File: config.mk
export PLATFORM = sky130hd
export DESIGN_NAME = tage_update_ctrl_flat
export DESIGN_NICKNAME = d
export VERILOG_FILES = /design/src/rtl/tage_pkg.sv /design/src/rtl/tage_update_ctrl_if.sv /design/src/rtl/tage_alloc_pick.sv /design/src/rtl/tage_update_ctrl.sv /design/src/flat_wrapper.sv
export SDC_FILE = /design/constraint.sdc
export NUM_CORES = 1
export LEC_CHECK = 0
export ABC_AREA = 1
export ABC_CLOCK_PERIOD_IN_PS = 2600
export BUFFER_PORTS_ARGS = -buffer_cell sky130_fd_sc_hd__buf_2
export CAP_MARGIN = 20
export CORE_MARGIN = 5
export CORE_UTILIZATION = 45
export CTS_CLUSTER_DIAMETER = 100
export DETAILED_ROUTE_END_ITERATION = 7
export GPL_TIMING_DRIVEN = 0
export PLACE_DENSITY_LB_ADDON = 0.05
export SYNTH_ARGS = -nofsm -noshare
export SYNTH_HDL_FRONTEND = slang
export SYNTH_HIERARCHICAL = 1
export SYNTH_SLANG_ARGS = --single-unit
File: constraint.sdc
create_clock -name clk -period 2.6 [get_ports clk]
set_input_delay 0.26 -clock clk [delete_from_list [all_inputs] [get_ports clk]]
set_output_delay 0.26 -clock clk [all_outputs]
set_load 0.1 [all_outputs]
File: src/rtl/tage_pkg.sv
// tage_pkg
// Shared types and constants for the TAGE training-update controller.
//   tage_upd_state_t : controller FSM states (INIT, IDLE, PROBE, COMMIT)
//   tage_upd_t       : latched resolved-branch update request
//   LFSR_SEED/TAPS   : 8-bit LFSR used for randomised allocation choice
//                      (x^8+x^6+x^5+x^4+1), only used when TAGE_ALLOC_RAND_EN
//                      is defined.
// The struct is sized from the TAGE_* constants below; the controller's
// NUM_TABLES/IDX_W/TAG_W parameters default to these values and must match.
package tage_pkg;

    localparam int TAGE_NUM_TABLES = 4;
    localparam int TAGE_IDX_W      = 6;
    localparam int TAGE_TAG_W      = 9;
    localparam int TAGE_PROV_W     = $clog2(TAGE_NUM_TABLES + 1);

    typedef enum logic [1:0] {
        ST_INIT   = 2'd0,
        ST_IDLE   = 2'd1,
        ST_PROBE  = 2'd2,
        ST_COMMIT = 2'd3
    } tage_upd_state_t;

    typedef struct packed {
        logic [TAGE_PROV_W-1:0]                provider;
        logic                                  provTaken;
        logic                                  altTaken;
        logic                                  taken;
        logic [TAGE_NUM_TABLES*TAGE_IDX_W-1:0] idx;
        logic [TAGE_NUM_TABLES*TAGE_TAG_W-1:0] tag;
    } tage_upd_t;

    // Fibonacci LFSR, shift left, feedback from bits 7,5,4,3.
    localparam logic [7:0] LFSR_SEED = 8'h01;
    localparam logic [7:0] LFSR_TAPS = 8'hB8;

    function automatic logic [7:0] lfsr_step(input logic [7:0] s);
        return {s[6:0], ^(s & LFSR_TAPS)};
    endfunction

endpackage

File: src/rtl/tage_update_ctrl_if.sv
// tage_update_ctrl_if
// Bundles the resolve-side update request and the per-table write ports.
//   IN_upd*          : update request (valid/ready handshake, see below)
//   IN_allocAvail    : per-table "useful == 0" at the driven address
//   OUT_write*, OUT_doAlloc, OUT_allocFailed : per-table write strobes
//   OUT_writeAddr/Tag/Taken : write address/tag/outcome
//   OUT_dbgState, OUT_dbgAvail : controller FSM state and probed availability
// Handshake: a request transfers on a rising clk edge where IN_updValid and
// OUT_updReady are both 1; the request fields must be stable while
// IN_updValid is high, and OUT_updReady does not depend on IN_updValid.
// Modports: master = resolve path / tables side, slave = controller.
interface tage_update_ctrl_if
    import tage_pkg::*;
#(
    parameter int NUM_TABLES = 4,
    parameter int IDX_W      = 6,
    parameter int TAG_W      = 9
) ();
    localparam int PROV_W = $clog2(NUM_TABLES + 1);

    logic                        IN_updValid;
    logic                        OUT_updReady;
    logic [PROV_W-1:0]           IN_updProvider;
    logic                        IN_updProvTaken;
    logic                        IN_updAltTaken;
    logic                        IN_updTaken;
    logic [NUM_TABLES*IDX_W-1:0] IN_updIdx;
    logic [NUM_TABLES*TAG_W-1:0] IN_updTag;
    logic [NUM_TABLES-1:0]       IN_allocAvail;

    logic [NUM_TABLES-1:0]       OUT_writeValid;
    logic [NUM_TABLES-1:0]       OUT_writeUpdate;
    logic [NUM_TABLES-1:0]       OUT_writeUseful;
    logic [NUM_TABLES-1:0]       OUT_writeCorrect;
    logic [NUM_TABLES-1:0]       OUT_doAlloc;
    logic [NUM_TABLES-1:0]       OUT_allocFailed;
    logic [NUM_TABLES*IDX_W-1:0] OUT_writeAddr;
    logic [NUM_TABLES*TAG_W-1:0] OUT_writeTag;
    logic                        OUT_writeTaken;

    tage_upd_state_t             OUT_dbgState;
    logic [NUM_TABLES-1:0]       OUT_dbgAvail;

    modport master (
        output IN_updValid, IN_updProvider, IN_updProvTaken, IN_updAltTaken,
               IN_updTaken, IN_updIdx, IN_updTag, IN_allocAvail,
        input  OUT_updReady, OUT_writeValid, OUT_writeUpdate, OUT_writeUseful,
               OUT_writeCorrect, OUT_doAlloc, OUT_allocFailed, OUT_writeAddr,
               OUT_writeTag, OUT_writeTaken, OUT_dbgState, OUT_dbgAvail
    );

    modport slave (
        input  IN_updValid, IN_updProvider, IN_updProvTaken, IN_updAltTaken,
               IN_updTaken, IN_updIdx, IN_updTag, IN_allocAvail,
        output OUT_updReady, OUT_writeValid, OUT_writeUpdate, OUT_writeUseful,
               OUT_writeCorrect, OUT_doAlloc, OUT_allocFailed, OUT_writeAddr,
               OUT_writeTag, OUT_writeTaken, OUT_dbgState, OUT_dbgAvail
    );

endinterface

File: src/rtl/tage_alloc_pick.sv
// tage_alloc_pick
// Combinational priority picker for the allocation target.
//   IN_avail   : available tables (bit i = table i+1)
//   IN_skip    : choose the second-lowest available table when at least two
//                are available
//   OUT_choice : one-hot choice, zero when nothing is available
module tage_alloc_pick #(
    parameter int N = 4
) (
    input  logic [N-1:0] IN_avail,
    input  logic         IN_skip,
    output logic [N-1:0] OUT_choice
);
    logic [N-1:0] first;
    logic [N-1:0] rest;
    logic [N-1:0] second;

    // x & -x isolates the lowest set bit.
    assign first  = IN_avail & (~IN_avail + N'(1));
    assign rest   = IN_avail & ~first;
    assign second = rest & (~rest + N'(1));

    assign OUT_choice = (IN_skip && (rest != '0)) ? second : first;

endmodule

File: src/rtl/tage_update_ctrl.sv
// tage_update_ctrl
// Sequences TAGE tagged-table training writes after branch resolution.
// Correct prediction: provider-only update. Misprediction with a provider
// below the longest table: probe useful counters of longer tables, then
// allocate one entry or flag allocation failure on all longer tables.
//   clk, rst : clock, synchronous active-high reset
//   bus      : tage_update_ctrl_if.slave (request, table write ports, debug)
// Optional feature macro: TAGE_ALLOC_RAND_EN -- LFSR-driven choice between
// the lowest and second-lowest available table.
module tage_update_ctrl
    import tage_pkg::*;
#(
    parameter int NUM_TABLES  = TAGE_NUM_TABLES,
    parameter int IDX_W       = TAGE_IDX_W,
    parameter int TAG_W       = TAGE_TAG_W,
    parameter int INIT_CYCLES = 64
) (
    input logic clk,
    input logic rst,
    tage_update_ctrl_if.slave bus
);
    localparam int CNT_W = $clog2(INIT_CYCLES + 1);
    localparam logic [CNT_W-1:0] INIT_LAST = CNT_W'(INIT_CYCLES - 1);

    tage_upd_state_t       state;
    logic [CNT_W-1:0]      initCnt;
    tage_upd_t             held;
    tage_upd_t             reqIn;
    tage_upd_t             src;
    logic [NUM_TABLES-1:0] availReg;

    logic [NUM_TABLES-1:0] wValid, wUpdate, wUseful, wCorrect, wAlloc, wFailed;
    logic [NUM_TABLES-1:0] nValid, nUpdate, nUseful, nCorrect, nAlloc, nFailed;

    logic                  srcMiss;
    logic                  allocPath;
    logic                  pickSkip;
    logic [NUM_TABLES-1:0] aboveMask;
    logic [NUM_TABLES-1:0] probeAvail;
    logic [NUM_TABLES-1:0] pickOneHot;

    always_comb begin
        reqIn           = '0;
        reqIn.provider  = bus.IN_updProvider;
        reqIn.provTaken = bus.IN_updProvTaken;
        reqIn.altTaken  = bus.IN_updAltTaken;
        reqIn.taken     = bus.IN_updTaken;
        reqIn.idx       = bus.IN_updIdx;
        reqIn.tag       = bus.IN_updTag;
    end

    // Commit strobes are computed one cycle early and registered: from the
    // live request when going IDLE->COMMIT, from the held request in PROBE.
    assign src       = (state == ST_IDLE) ? reqIn : held;
    assign srcMiss   = (src.provTaken != src.taken);
    assign allocPath = (state == ST_PROBE) && srcMiss &&
                       (int'(src.provider) < NUM_TABLES);

    always_comb begin
        aboveMask = '0;
        for (int i = 0; i < NUM_TABLES; i++) begin
            aboveMask[i] = (i >= int'(src.provider));
        end
    end

    assign probeAvail = bus.IN_allocAvail & aboveMask;

`ifdef TAGE_ALLOC_RAND_EN
    logic [7:0] lfsr;
    logic [7:0] lfsrNext;

    assign lfsrNext = lfsr_step(lfsr);

    always_ff @(posedge clk) begin
        if (rst) lfsr <= LFSR_SEED;
        else     lfsr <= lfsrNext;
    end

    // Strobes are registered at the PROBE->COMMIT edge, so the value the
    // LFSR holds during COMMIT is lfsrNext.
    assign pickSkip = lfsrNext[0];
`else
    assign pickSkip = 1'b0;
`endif

    tage_alloc_pick #(.N(NUM_TABLES)) u_pick (
        .IN_avail   (probeAvail),
        .IN_skip    (pickSkip),
        .OUT_choice (pickOneHot)
    );

    always_comb begin
        nValid   = '0;
        nUpdate  = '0;
        nUseful  = '0;
        nCorrect = '0;
        nAlloc   = '0;
        nFailed  = '0;
        for (int i = 0; i < NUM_TABLES; i++) begin
            if ((src.provider != '0) && (i == int'(src.provider) - 1)) begin
                nValid[i]   = 1'b1;
                nUpdate[i]  = 1'b1;
                nUseful[i]  = (src.provTaken != src.altTaken);
                nCorrect[i] = !srcMiss;
            end
        end
        // Allocation only targets tables above the provider, so it never
        // collides with the provider update in the same cycle.
        if (allocPath) begin
            if (probeAvail != '0) begin
                nValid = nValid | pickOneHot;
                nAlloc = pickOneHot;
            end else begin
                nValid  = nValid | aboveMask;
                nFailed = aboveMask;
            end
        end
    end

    always_ff @(posedge clk) begin
        if (rst) begin
            state    <= ST_INIT;
            initCnt  <= '0;
            held     <= '0;
            availReg <= '0;
            wValid   <= '0;
            wUpdate  <= '0;
            wUseful  <= '0;
            wCorrect <= '0;
            wAlloc   <= '0;
            wFailed  <= '0;
        end else begin
            wValid   <= '0;
            wUpdate  <= '0;
            wUseful  <= '0;
            wCorrect <= '0;
            wAlloc   <= '0;
            wFailed  <= '0;
            case (state)
                ST_INIT: begin
                    if (initCnt == INIT_LAST) state <= ST_IDLE;
                    else                      initCnt <= initCnt + CNT_W'(1);
                end
                ST_IDLE: begin
                    if (bus.IN_updValid) begin
                        held <= reqIn;
                        if (srcMiss && (int'(reqIn.provider) < NUM_TABLES)) begin
                            state <= ST_PROBE;
                        end else begin
                            state    <= ST_COMMIT;
                            wValid   <= nValid;
                            wUpdate  <= nUpdate;
                            wUseful  <= nUseful;
                            wCorrect <= nCorrect;
                            wAlloc   <= nAlloc;
                            wFailed  <= nFailed;
                        end
                    end
                end
                ST_PROBE: begin
                    availReg <= probeAvail;
                    state    <= ST_COMMIT;
                    wValid   <= nValid;
                    wUpdate  <= nUpdate;
                    wUseful  <= nUseful;
                    wCorrect <= nCorrect;
                    wAlloc   <= nAlloc;
                    wFailed  <= nFailed;
                end
                ST_COMMIT: state <= ST_IDLE;
                default:   state <= ST_INIT;
            endcase
        end
    end

    assign bus.OUT_updReady     = (state == ST_IDLE);
    assign bus.OUT_writeValid   = wValid;
    assign bus.OUT_writeUpdate  = wUpdate;
    assign bus.OUT_writeUseful  = wUseful;
    assign bus.OUT_writeCorrect = wCorrect;
    assign bus.OUT_doAlloc      = wAlloc;
    assign bus.OUT_allocFailed  = wFailed;
    assign bus.OUT_writeAddr    = held.idx;
    assign bus.OUT_writeTag     = held.tag;
    assign bus.OUT_writeTaken   = held.taken;
    assign bus.OUT_dbgState     = state;
    assign bus.OUT_dbgAvail     = availReg;

endmodule

File: src/flat_wrapper.sv
// flat-port wrapper written by rule: the top's interface ports become plain ports
module tage_update_ctrl_flat import tage_pkg::*;
#(
    parameter int NUM_TABLES  = TAGE_NUM_TABLES,
    parameter int IDX_W       = TAGE_IDX_W,
    parameter int TAG_W       = TAGE_TAG_W,
    parameter int INIT_CYCLES = 64
)
  (clk, rst, bus_IN_updValid, bus_IN_updProvider, bus_IN_updProvTaken, bus_IN_updAltTaken, bus_IN_updTaken, bus_IN_updIdx, bus_IN_updTag, bus_IN_allocAvail, bus_OUT_updReady, bus_OUT_writeValid, bus_OUT_writeUpdate, bus_OUT_writeUseful, bus_OUT_writeCorrect, bus_OUT_doAlloc, bus_OUT_allocFailed, bus_OUT_writeAddr, bus_OUT_writeTag, bus_OUT_writeTaken, bus_OUT_dbgState, bus_OUT_dbgAvail);
  tage_update_ctrl_if #(.NUM_TABLES(NUM_TABLES), .IDX_W(IDX_W), .TAG_W(TAG_W)) bus_i ();
  input logic clk;
  input logic rst;
  input wire logic [$bits(bus_i.IN_updValid)-1:0] bus_IN_updValid;
  input wire logic [$bits(bus_i.IN_updProvider)-1:0] bus_IN_updProvider;
  input wire logic [$bits(bus_i.IN_updProvTaken)-1:0] bus_IN_updProvTaken;
  input wire logic [$bits(bus_i.IN_updAltTaken)-1:0] bus_IN_updAltTaken;
  input wire logic [$bits(bus_i.IN_updTaken)-1:0] bus_IN_updTaken;
  input wire logic [$bits(bus_i.IN_updIdx)-1:0] bus_IN_updIdx;
  input wire logic [$bits(bus_i.IN_updTag)-1:0] bus_IN_updTag;
  input wire logic [$bits(bus_i.IN_allocAvail)-1:0] bus_IN_allocAvail;
  output wire logic [$bits(bus_i.OUT_updReady)-1:0] bus_OUT_updReady;
  output wire logic [$bits(bus_i.OUT_writeValid)-1:0] bus_OUT_writeValid;
  output wire logic [$bits(bus_i.OUT_writeUpdate)-1:0] bus_OUT_writeUpdate;
  output wire logic [$bits(bus_i.OUT_writeUseful)-1:0] bus_OUT_writeUseful;
  output wire logic [$bits(bus_i.OUT_writeCorrect)-1:0] bus_OUT_writeCorrect;
  output wire logic [$bits(bus_i.OUT_doAlloc)-1:0] bus_OUT_doAlloc;
  output wire logic [$bits(bus_i.OUT_allocFailed)-1:0] bus_OUT_allocFailed;
  output wire logic [$bits(bus_i.OUT_writeAddr)-1:0] bus_OUT_writeAddr;
  output wire logic [$bits(bus_i.OUT_writeTag)-1:0] bus_OUT_writeTag;
  output wire logic [$bits(bus_i.OUT_writeTaken)-1:0] bus_OUT_writeTaken;
  output wire logic [$bits(bus_i.OUT_dbgState)-1:0] bus_OUT_dbgState;
  output wire logic [$bits(bus_i.OUT_dbgAvail)-1:0] bus_OUT_dbgAvail;
  assign bus_i.IN_updValid = bus_IN_updValid;
  assign bus_i.IN_updProvider = bus_IN_updProvider;
  assign bus_i.IN_updProvTaken = bus_IN_updProvTaken;
  assign bus_i.IN_updAltTaken = bus_IN_updAltTaken;
  assign bus_i.IN_updTaken = bus_IN_updTaken;
  assign bus_i.IN_updIdx = bus_IN_updIdx;
  assign bus_i.IN_updTag = bus_IN_updTag;
  assign bus_i.IN_allocAvail = bus_IN_allocAvail;
  assign bus_OUT_updReady = bus_i.OUT_updReady;
  assign bus_OUT_writeValid = bus_i.OUT_writeValid;
  assign bus_OUT_writeUpdate = bus_i.OUT_writeUpdate;
  assign bus_OUT_writeUseful = bus_i.OUT_writeUseful;
  assign bus_OUT_writeCorrect = bus_i.OUT_writeCorrect;
  assign bus_OUT_doAlloc = bus_i.OUT_doAlloc;
  assign bus_OUT_allocFailed = bus_i.OUT_allocFailed;
  assign bus_OUT_writeAddr = bus_i.OUT_writeAddr;
  assign bus_OUT_writeTag = bus_i.OUT_writeTag;
  assign bus_OUT_writeTaken = bus_i.OUT_writeTaken;
  assign bus_OUT_dbgState = bus_i.OUT_dbgState;
  assign bus_OUT_dbgAvail = bus_i.OUT_dbgAvail;
  tage_update_ctrl #(.NUM_TABLES(NUM_TABLES), .IDX_W(IDX_W), .TAG_W(TAG_W), .INIT_CYCLES(INIT_CYCLES)) u_core (.clk(clk), .rst(rst), .bus(bus_i));
endmodule
==> results of run 1 <==
-- metal layers --
metal  vias up  share of wire (%)  global-route usage, %
met5         -                  0                      0
met4         0                2.1                   6.50
met3        18                7.7                   4.23
met2       122                 46                   29.2
met1      1789                 44                   22.9
li1       2163                  -                      -
-- placed cells by master (no fill, tap or decap), types with 2 or more instances in the layout --
master / n
a211oi_1: 2
a21oi_1: 16
buf_2: 164
buf_4: 62
clkbuf_1: 23
clkbuf_8: 10
clkinv_4: 2
conb_1: 6
dfxtp_1: 101
dfxtp_4: 2
ha_1: 3
inv_1: 34
inv_2: 6
inv_8: 2
nand2_1: 54
nand2_2: 7
nand2_4: 7
nand3_1: 9
nand3_2: 3
nand4_1: 3
nor2_1: 159
nor2_2: 3
nor2_4: 2
nor3_1: 5
o211ai_1: 2
o21ai_0: 75
o21ai_1: 4
-- cells in the mapped netlist --
| library cell | count | area [um2] |
|---|---|---|
| a211o_1 | 1 | 8.76 |
| a211oi_1 | 2 | 15.0 |
| a21boi_0 | 1 | 7.51 |
| a21oi_1 | 16 | 80.1 |
| buf_4 | 60 | 450 |
| buf_6 | 1 | 11.3 |
| buf_8 | 1 | 15.0 |
| clkbuf_1 | 22 | 82.6 |
| conb_1 | 1 | 3.75 |
| dfxtp_1 | 103 | 2060 |
| ha_1 | 5 | 62.6 |
| inv_1 | 37 | 139 |
| inv_2 | 3 | 11.3 |
| inv_4 | 1 | 6.26 |
| nand2_1 | 55 | 206 |
| nand2_2 | 8 | 50.1 |
| nand2_4 | 5 | 56.3 |
| nand3_1 | 9 | 45.0 |
| nand3_2 | 3 | 30.0 |
| nand4_1 | 3 | 18.8 |
| nor2_1 | 160 | 601 |
| nor2_2 | 3 | 18.8 |
| nor2_4 | 1 | 11.3 |
| nor2_8 | 1 | 20.0 |
| nor3_1 | 5 | 25.0 |
| o211ai_1 | 2 | 15.0 |
| o21ai_0 | 75 | 375 |
| o21ai_1 | 4 | 20.0 |
| o21ai_2 | 1 | 8.76 |
| o21ai_4 | 1 | 16.3 |
| xnor2_1 | 1 | 8.76 |
-- cells by family (layout without fill, tap and decap cells) --
group | Yosys count | count (layout) | share of synthesized area, %
compound gates | 103 | 103 | 12.2
buf+inv | 125 | 307 | 16.0
fa+ha+maj | 5 | 5 | 1.40
xor+xnor | 1 | 1 | 0.195
other cells | 1 | 7 | 0.0837
simple gates | 253 | 253 | 24.1
flops | 103 | 103 | 46.0
-- state kept, by name, summed over array words and instances, names as in the netlist --
signal / cells
u_core/bus.OUT_writeUpdate: 4
u_core/bus.OUT_dbgState: 2
u_core/initCnt: 7
u_core/bus.OUT_writeValid: 4
u_core/held: 5
u_core/bus.OUT_writeCorrect: 4
u_core/bus.OUT_writeTaken: 1
u_core/bus.OUT_writeTag: 36
u_core/bus.OUT_doAlloc: 4
u_core/bus.OUT_dbgAvail: 4
u_core/bus.OUT_writeAddr: 24
u_core/bus.OUT_writeUseful: 4
u_core/bus.OUT_allocFailed: 4
-- where the power goes --
group	internal, mW	total (mW)	switching [mW]
combinational	0.915	3.66	2.74
sequential	1.83	1.97	0.134
clock	0.396	0.965	0.569
total	3.14	6.59	3.44
-- final timing paths --
kind,startpoint,end
min,rst,u_core/bus.OUT_dbgState[1]
max reg2reg,u_core/bus.OUT_dbgState[1],u_core/bus.OUT_writeValid[2]
min reg2reg,u_core/held[61],u_core/held[61]
max,u_core/bus.OUT_dbgState[1],u_core/bus.OUT_writeValid[2]
-- worst register-to-register path: stages, from the launching register on --
cell     delay, ps
dfxtp_4        370
inv_2           50
ha_4           150
buf_6          130
inv_4          100
nand2_1         70
nand2_2        140
nor2_4          50
ha_2           150
inv_1           50
nand2_1        100
nand2_4        110
inv_2           50
inv_2           50
nand2_2         60
a211o_1        220
nand2_1         90
inv_1           50
nor2_1          80
nand2_1         70
nand2_1         60
nor2_1          40
nor2_1          90
-- repair_timing --
action | in CTS | in global routing
endpoints found under the setup margin | 0 | 1
setup buffers | 0 | 2
gates resized for setup | 0 | 1
-- final cells by class --
class                   count  share of cell area (%)
multi-input cells         368                    30.6
clock buffers              11                    2.46
well taps                 133                    2.90
repair buffers            166                    14.6
flip-flops and latches    103                    36.1
diodes                      1                  0.0436
inverters                  41                    2.73
clock inverters             5                   0.850
plain buffers              84                    9.75
==> metrics, run 1 <==
GR Overflow Total 0; Die X around 110 um; fin crit period 2380 ps; leakage 2.91 nW; antenna violations before repair 1; placed cell areas 5530 um2; share of cells above drive strength 1 35.9%; Buf/Inv on CP 7; GP Congestion 0.773; Max VDD drop 0.000806 V; Pins Over Slew Limit 0; DRC viols 0; slowest CP cell dfxtp_4; Final Core Density 59.0%; Pwr per Cell Area 1150 nW/um2; final wirelength 10.6 mm; initial DRC count 160; Stages on worst setup path 22; CTS tree done; Final Non-Filler Cells 912; hold slack ~110 ps; Die Y between 100 and 150 um; Critical Path Max Stage Delay approximately 370 ps; Worst Setup End Kind flip-flop; top cell family by delay on the critical path simple AND/OR/NAND/NOR gates; register bit total from synthesis 103; clock sinks 103; post-synthesis sequential area ratio about 46%; final setup fails 0; # rows 36; Critical Path AT 2680 ps; Fillers 967; Reg2Reg Setup Slack about 220 ps; most frequent CP cell nand2_1; final setup TNS 0 ps; Worst-path clk slew about 90 ps; hold depth 2; distinct cell type count after synthesis 31; Final Cycle Share 91.6%; vias per inst 4.49; Max-Cap Viols 0; via count 4,092; initial core utilization 46.1%; Worst Setup Slack, final 218 ps; vias in the first global route 3,826; HP Class in2reg; hold buffers post-CTS 0; Initial DRT Pass Iterations 4; Core Area 9730 um2; Post-Layout Inst Area around 5700 um2; pre-CTS WS 144 ps; Worst-Skew Late Latency about 370 ps; Pwr Total 6.59 mW; DP HPWL 8.35 mm; Tot GR Track Use 17.9%; ANT nets after route 0; largest net degree at the start of global routing 19; Syn Std Cell Area 4480 um2; Setup crit start kind flip-flop; Synth-to-Final Area Change 28.0%; Multi-input gate area 1760 um2; reg2reg path depth 22; Nets 851; Worst Clk Skew 11.1 ps; worst endpoint required time 2900 ps; final hold vios 0; Synth Warn # 6; crit-path cells inv_2, ha_4, buf_6, inv_4, nand2_1, nand2_2, nor2_4, ha_2, inv_1, nand2_1, nand2_4, inv_2, inv_2, nand2_2, a211o_1, nand2_1, inv_1, nor2_1, nand2_1, nand2_1, nor2_1, nor2_1; CTS Root Buffer Type clkbuf_8; f_max about 420 MHz; Routed WL per cell 11.6 um; placed cell count slightly below 900; status finished, final reports clean; CTS buffer count 9; cell count after synthesis 591; depth of the CTS H-tree 3; I/O Buffers 164; register area 2070 um2; global-route wire length before repair 17.0 mm; # IOs 165; CTS Buffer Depth 2; crit-path max FO 10; area of the die 12,100 um2; syn avg cell area about 7.6 um2; Crit Path Class reg2reg
Power figures use the tool's default switching activity.
==> inputs of run 2 (changes only) <==
==> constraint.sdc (replaced) <==
create_clock -name clk -period 2.6 [get_ports clk]
set_input_delay 0.26 -clock clk [delete_from_list [all_inputs] [get_ports clk]]
set_output_delay 0.26 -clock clk [all_outputs]
set_load 0.05 [all_outputs]
==> run 2 against run 1 <==
Routed wire length up 3.7%. Sequential cell count unchanged. Sequential share of layout area down 0.25 points. Clock skew down 2.5 ps. Final area up 0.70%. Clock-buffer cell count down 1. First-iteration DRC count up 35%. Combinational power down 22%. Via count up 1.7%. Clock power up 9.8%.
==> metrics, run 2 (synthesis gave the netlist of run 1 again) <==
Core Area 9730 um2; Worst Clk Skew 8.57 ps; initial DRC count 216; Worst-Skew Late Latency 360 ps; vias per inst 4.55; GRT Max-Usage Layer met2; Max VDD drop 0.000565 V; worst slew margin relative to its limit 63.4%; Final Cycle Share 94.5%; Diodes inserted 0; final wirelength 11.0 mm; leakage 2.93 nW; Pwr per Cell Area about 1000 nW/um2; CTS Root Buffer Type clkbuf_8; DRC viols 0; most frequent cells in the layout buf_2, nor2_1, dfxtp_1, o21ai_0, buf_4; most common cell after layout, fill and taps aside buf_2; HP Class in2reg; global-route wire length before repair ~17 mm; Synth-to-Final Area Change 28.9%; Worst Setup End Kind flip-flop; status finished, final reports clean; final hold vios 0; Routed WL per cell about 12 um; Tot GR Track Use 18.2%; combinational share of power 48.6%; final setup fails 0; crit-path max FO 10; Die Y 110 um; met3 GRT Util 4.76%; largest net degree at the start of global routing 19; CTS Buffer Depth 2; Sw Ratio roughly 45%; Critical Path AT 2760 ps; number of flip-flops in the largest register 36; # IOs roughly 170; initial core utilization 46.1%; reg2reg path depth 22; M1 GR Usage 23.9%; sequential share of power 33.4%; Pwr Total 5.89 mW; GR Overflow Total 0; ANT nets after route 0; share of cells above drive strength 1 35.9%; Initial DRT Pass Iterations 5; Fillers 955; vias in the first global route 3,809; Max-Cap Viols 0; GP Congestion 0.765; NetSw 2.63 mW; Multi-input gate area between 1500 and 2000 um2; Nets ~860; via count 4,163; Final Core Density 59.4%; register area 2070 um2; worst endpoint required time 2900 ps; Worst-Margin Slew 548 ps; Die X 110 um; RSZ-0062 raised after global routing no; DP HPWL 8.47 mm; grt met2 use between 20% and 30%; Setup crit start kind flip-flop; antenna violations before repair 0; Worst-path clk slew around 100 ps; CTS tree done; Cell Int Power approximately 3.3 mW; area of the die around 12,000 um2; CTS buffer count 9; depth of the CTS H-tree 3; f_max 407 MHz; Crit Path Class reg2reg; hold depth 2; fin crit period 2460 ps; # rows 36; clock sinks 103; I/O Buffers 164; Pins Over Slew Limit 0; clock network fraction of total power 18.0%
run 2: layer usage:
layer | vias to the layer above | part of all wire [%]
li1 | 2162 | -
met1 | 1868 | 44
met2 | 124 | 48
met3 | 9 | 7.4
met4 | 0 | 0.80
met5 | - | 0
run 2: area by class of cell:
class,count,area share [%]
buffer,84,9.68
tap,133,2.88
sequential,103,35.8
clock buffer,10,2.38
timing repair buffer,170,15.0
clock inverter,6,1.30
inverter,41,2.75
multi-input combinational,368,30.2
run 2: timing repair:
item / 4_1_cts / 5_1_grt
setup buffers: 0 / 6
hold buffers: 0 / 0
setup endpoints to repair: 2 / 4
pin swaps: 0 / 2
cloned: 0 / 0
gates resized for setup: 2 / 3
run 2: stage by stage:
step / setup slack, ps / TNS [ps] / instance area (um2) / hold slack, ps / std cells
after floorplan: 41.0 / 0 / 4520 / 319 / 596
after global placement: -23.7 / -23.7 / 5510 / 434 / 893
after detailed placement: -84.1 / -84.1 / 5510 / 445 / 893
after CTS: 29.0 / 0 / 5730 / 111 / 909
after global routing: 0.277 / 0 / 5780 / 119 / 915
final: 144 / 0 / 5780 / 129 / 915
run 2: final timing paths:
check	endpoint	startpoint	slack, ps
worst max-delay path	u_core/bus.OUT_writeValid[2]	u_core/bus.OUT_dbgState[1]	140
worst min register to register	u_core/held[61]	u_core/held[61]	460
worst max register to register	u_core/bus.OUT_writeValid[2]	u_core/bus.OUT_dbgState[1]	140
worst min-delay path	u_core/bus.OUT_dbgState[1]	rst	130
run 2: critical path, cell delays in order, from the launching register on:
cell	delay [ps]
dfxtp_4	370
inv_2	50
ha_4	160
buf_6	130
inv_6	90
nand2_1	70
nand2_2	120
nor2_1	70
ha_1	180
inv_1	60
nand2_2	80
nand2_4	90
inv_1	60
inv_1	80
nand2_2	70
a211o_1	220
nand2_1	90
inv_1	50
nor2_1	100
nand2_1	80
nand2_1	60
nor2_1	40
nor2_1	90
run 2: power by group through the flow:
stage / logic, mW / clock network [mW] / registers (mW)
floorplan: 2.19 / 0 / 2.04
global placement: 2.74 / 0 / 1.99
detailed placement: 2.77 / 0 / 2.01
CTS: 2.80 / 1.10 / 1.97
global route: 3.13 / 1.16 / 2.00
finish: 2.86 / 1.06 / 1.97
==> inputs of run 3 (changes only) <==
--- a/config.mk
+++ b/config.mk
@@ -10,7 +10,7 @@
 export BUFFER_PORTS_ARGS = -buffer_cell sky130_fd_sc_hd__buf_2
 export CAP_MARGIN = 20
 export CORE_MARGIN = 5
-export CORE_UTILIZATION = 45
+export CORE_UTILIZATION = 49
 export CTS_CLUSTER_DIAMETER = 100
 export DETAILED_ROUTE_END_ITERATION = 7
 export GPL_TIMING_DRIVEN = 0
==> constraint.sdc (replaced) <==
create_clock -name clk -period 2.6 [get_ports clk]
set_input_delay 0.52 -clock clk [delete_from_list [all_inputs] [get_ports clk]]
set_output_delay 0.52 -clock clk [all_outputs]
set_load 0.05 [all_outputs]
==> run 3 against run 2 <==
Worst setup slack got worse by 6.1 ps. Clock power is 12% lower. First-iteration DRC count decreased by 26%. Via count down 1.0%. Non-clock buffer count fell by 3.
==> metrics, run 3 (synthesis gave the netlist of run 1 again) <==
global-route wire length before repair 17.9 mm; # IOs 165; pre-CTS WS -59.0 ps; f_max 406 MHz; largest net degree at the start of global routing 18; hold slack 388 ps; Critical Path AT 2760 ps; antenna violations before repair 1; Sw Ratio 45.5%; Max VDD drop 0.000526 V; crit-path max FO 10; Cell Int Power 3.13 mW; hold buffers post-CTS 0; Crit Path Class reg2reg; Tot GR Track Use 19.4%; final setup fails 0; Worst-path clk slew 100 ps; final setup TNS 0 ps; Initial DRT Pass Iterations 4; depth of the CTS H-tree 3; leakage 2.90 nW; GR Overflow Total 0; sequential share of power approximately 34%; DP HPWL roughly 8.6 mm; final hold vios 0; Worst Setup Slack, final between 100 and 150 ps; ANT nets after route 0; fin crit period approximately 2500 ps; Final Core Density roughly 65%; CTS tree done; vias per inst ~4.6; Max-Cap Viols 0; share of cells above drive strength 1 35.9%; Routed WL per cell 12.4 um; NetSw 2.62 mW; vias in the first global route 3,950; final wirelength 11.0 mm; most common cell after layout, fill and taps aside buf_2; Fillers 804; clock sinks between 100 and 150; Worst Setup End Kind flip-flop; area of the die approximately 11,000 um2; Core Area 8810 um2; CTS Buffer Depth 2; Setup crit start kind flip-flop; Synth-to-Final Area Change 27.1%; CTS buffer count 9; GP Congestion 0.808; Pwr Total 5.75 mW; Pwr per Cell Area 1010 nW/um2; most frequent cells in the layout buf_2, nor2_1, dfxtp_1, o21ai_0, buf_4; Die Y between 100 and 150 um; status finished, final reports clean; Worst-Skew Late Latency 360 ps; worst endpoint required time between 2000 and 3000 ps; via count 4,120; combinational share of power between 40% and 50%; clock network fraction of total power 16.2%; CTS Root Buffer Type clkbuf_8; Die X 106 um; DRC viols 0; initial DRC count 160; Worst Clk Skew 13.2 ps; HP Class in2reg; initial core utilization approximately half; Nets 852; I/O Buffers 164; Worst-Margin Slew 519 ps; Pins Over Slew Limit 0; Final Cycle Share around 95%; # rows 34; worst slew margin relative to its limit 65.4%; number of flip-flops in the largest register 36
run 3: final timing paths:
path,start,slack (ps),to,cells after the start
min,rst,390,u_core/bus.OUT_dbgState[1],2
max,u_core/bus.OUT_dbgState[1],140,u_core/bus.OUT_writeValid[2],22
min reg2reg,u_core/initCnt[4],460,u_core/initCnt[4],2
max reg2reg,u_core/bus.OUT_dbgState[1],140,u_core/bus.OUT_writeValid[2],22
run 3: per-layer routing:
layer	vias to the layer above	global-route usage, %	wire (um)
met3	14	3.73	695
li1	2159	-	-
met1	1824	22.7	4590
met4	0	7.59	222
met5	-	0	0
met2	123	34.8	5530
run 3: layout make-up:
cell class,instances,area [um2],share of cell area (%)
flip-flops and latches,103,2070,36.3
repair buffers,167,843,14.8
well taps,108,135,2.37
clock buffers,10,138,2.42
plain buffers,84,559,9.82
inverters,41,156,2.75
clock inverters,6,42.5,0.747
diodes,1,2.50,0.0439
multi-input cells,368,1750,30.7
run 3: repair_timing:
action / 4_1_cts / 5_1_grt
setup buffers: 0 / 3
pin swaps: 0 / 2
gates resized for setup: 1 / 5
endpoints found under the setup margin: 1 / 4
run 3: stage by stage:
step	instance area (um2)	std cells
after floorplan	4520	596
after global placement	5480	868
after detailed placement	5480	868
after CTS	5660	884
after global routing	5690	888
final	5690	888
run 3: critical path, stage by stage (launching register included):
cell     delay, ps
dfxtp_4        360
inv_2           70
ha_4           130
buf_6          130
buf_8          140
nand2_2         70
nand2_4         90
nor2_1          60
ha_1           190
inv_1           80
nand2_2         80
nand2_4        100
inv_1           80
inv_2           70
nand2_2         70
a211o_1        240
nand2_2         80
inv_1           50
nor2_1          90
nand2_1         70
nand2_1         60
nor2_1          40
nor2_1          80
run 3: power groups by stage:
stage,Combinational [mW],Sequential (mW),Clock [mW]
floorplan,2.19,2.04,0
global placement,2.72,1.99,0
detailed placement,2.77,2.00,0
CTS,2.78,1.97,0.955
global route,3.10,2.00,1.03
finish,2.85,1.97,0.934
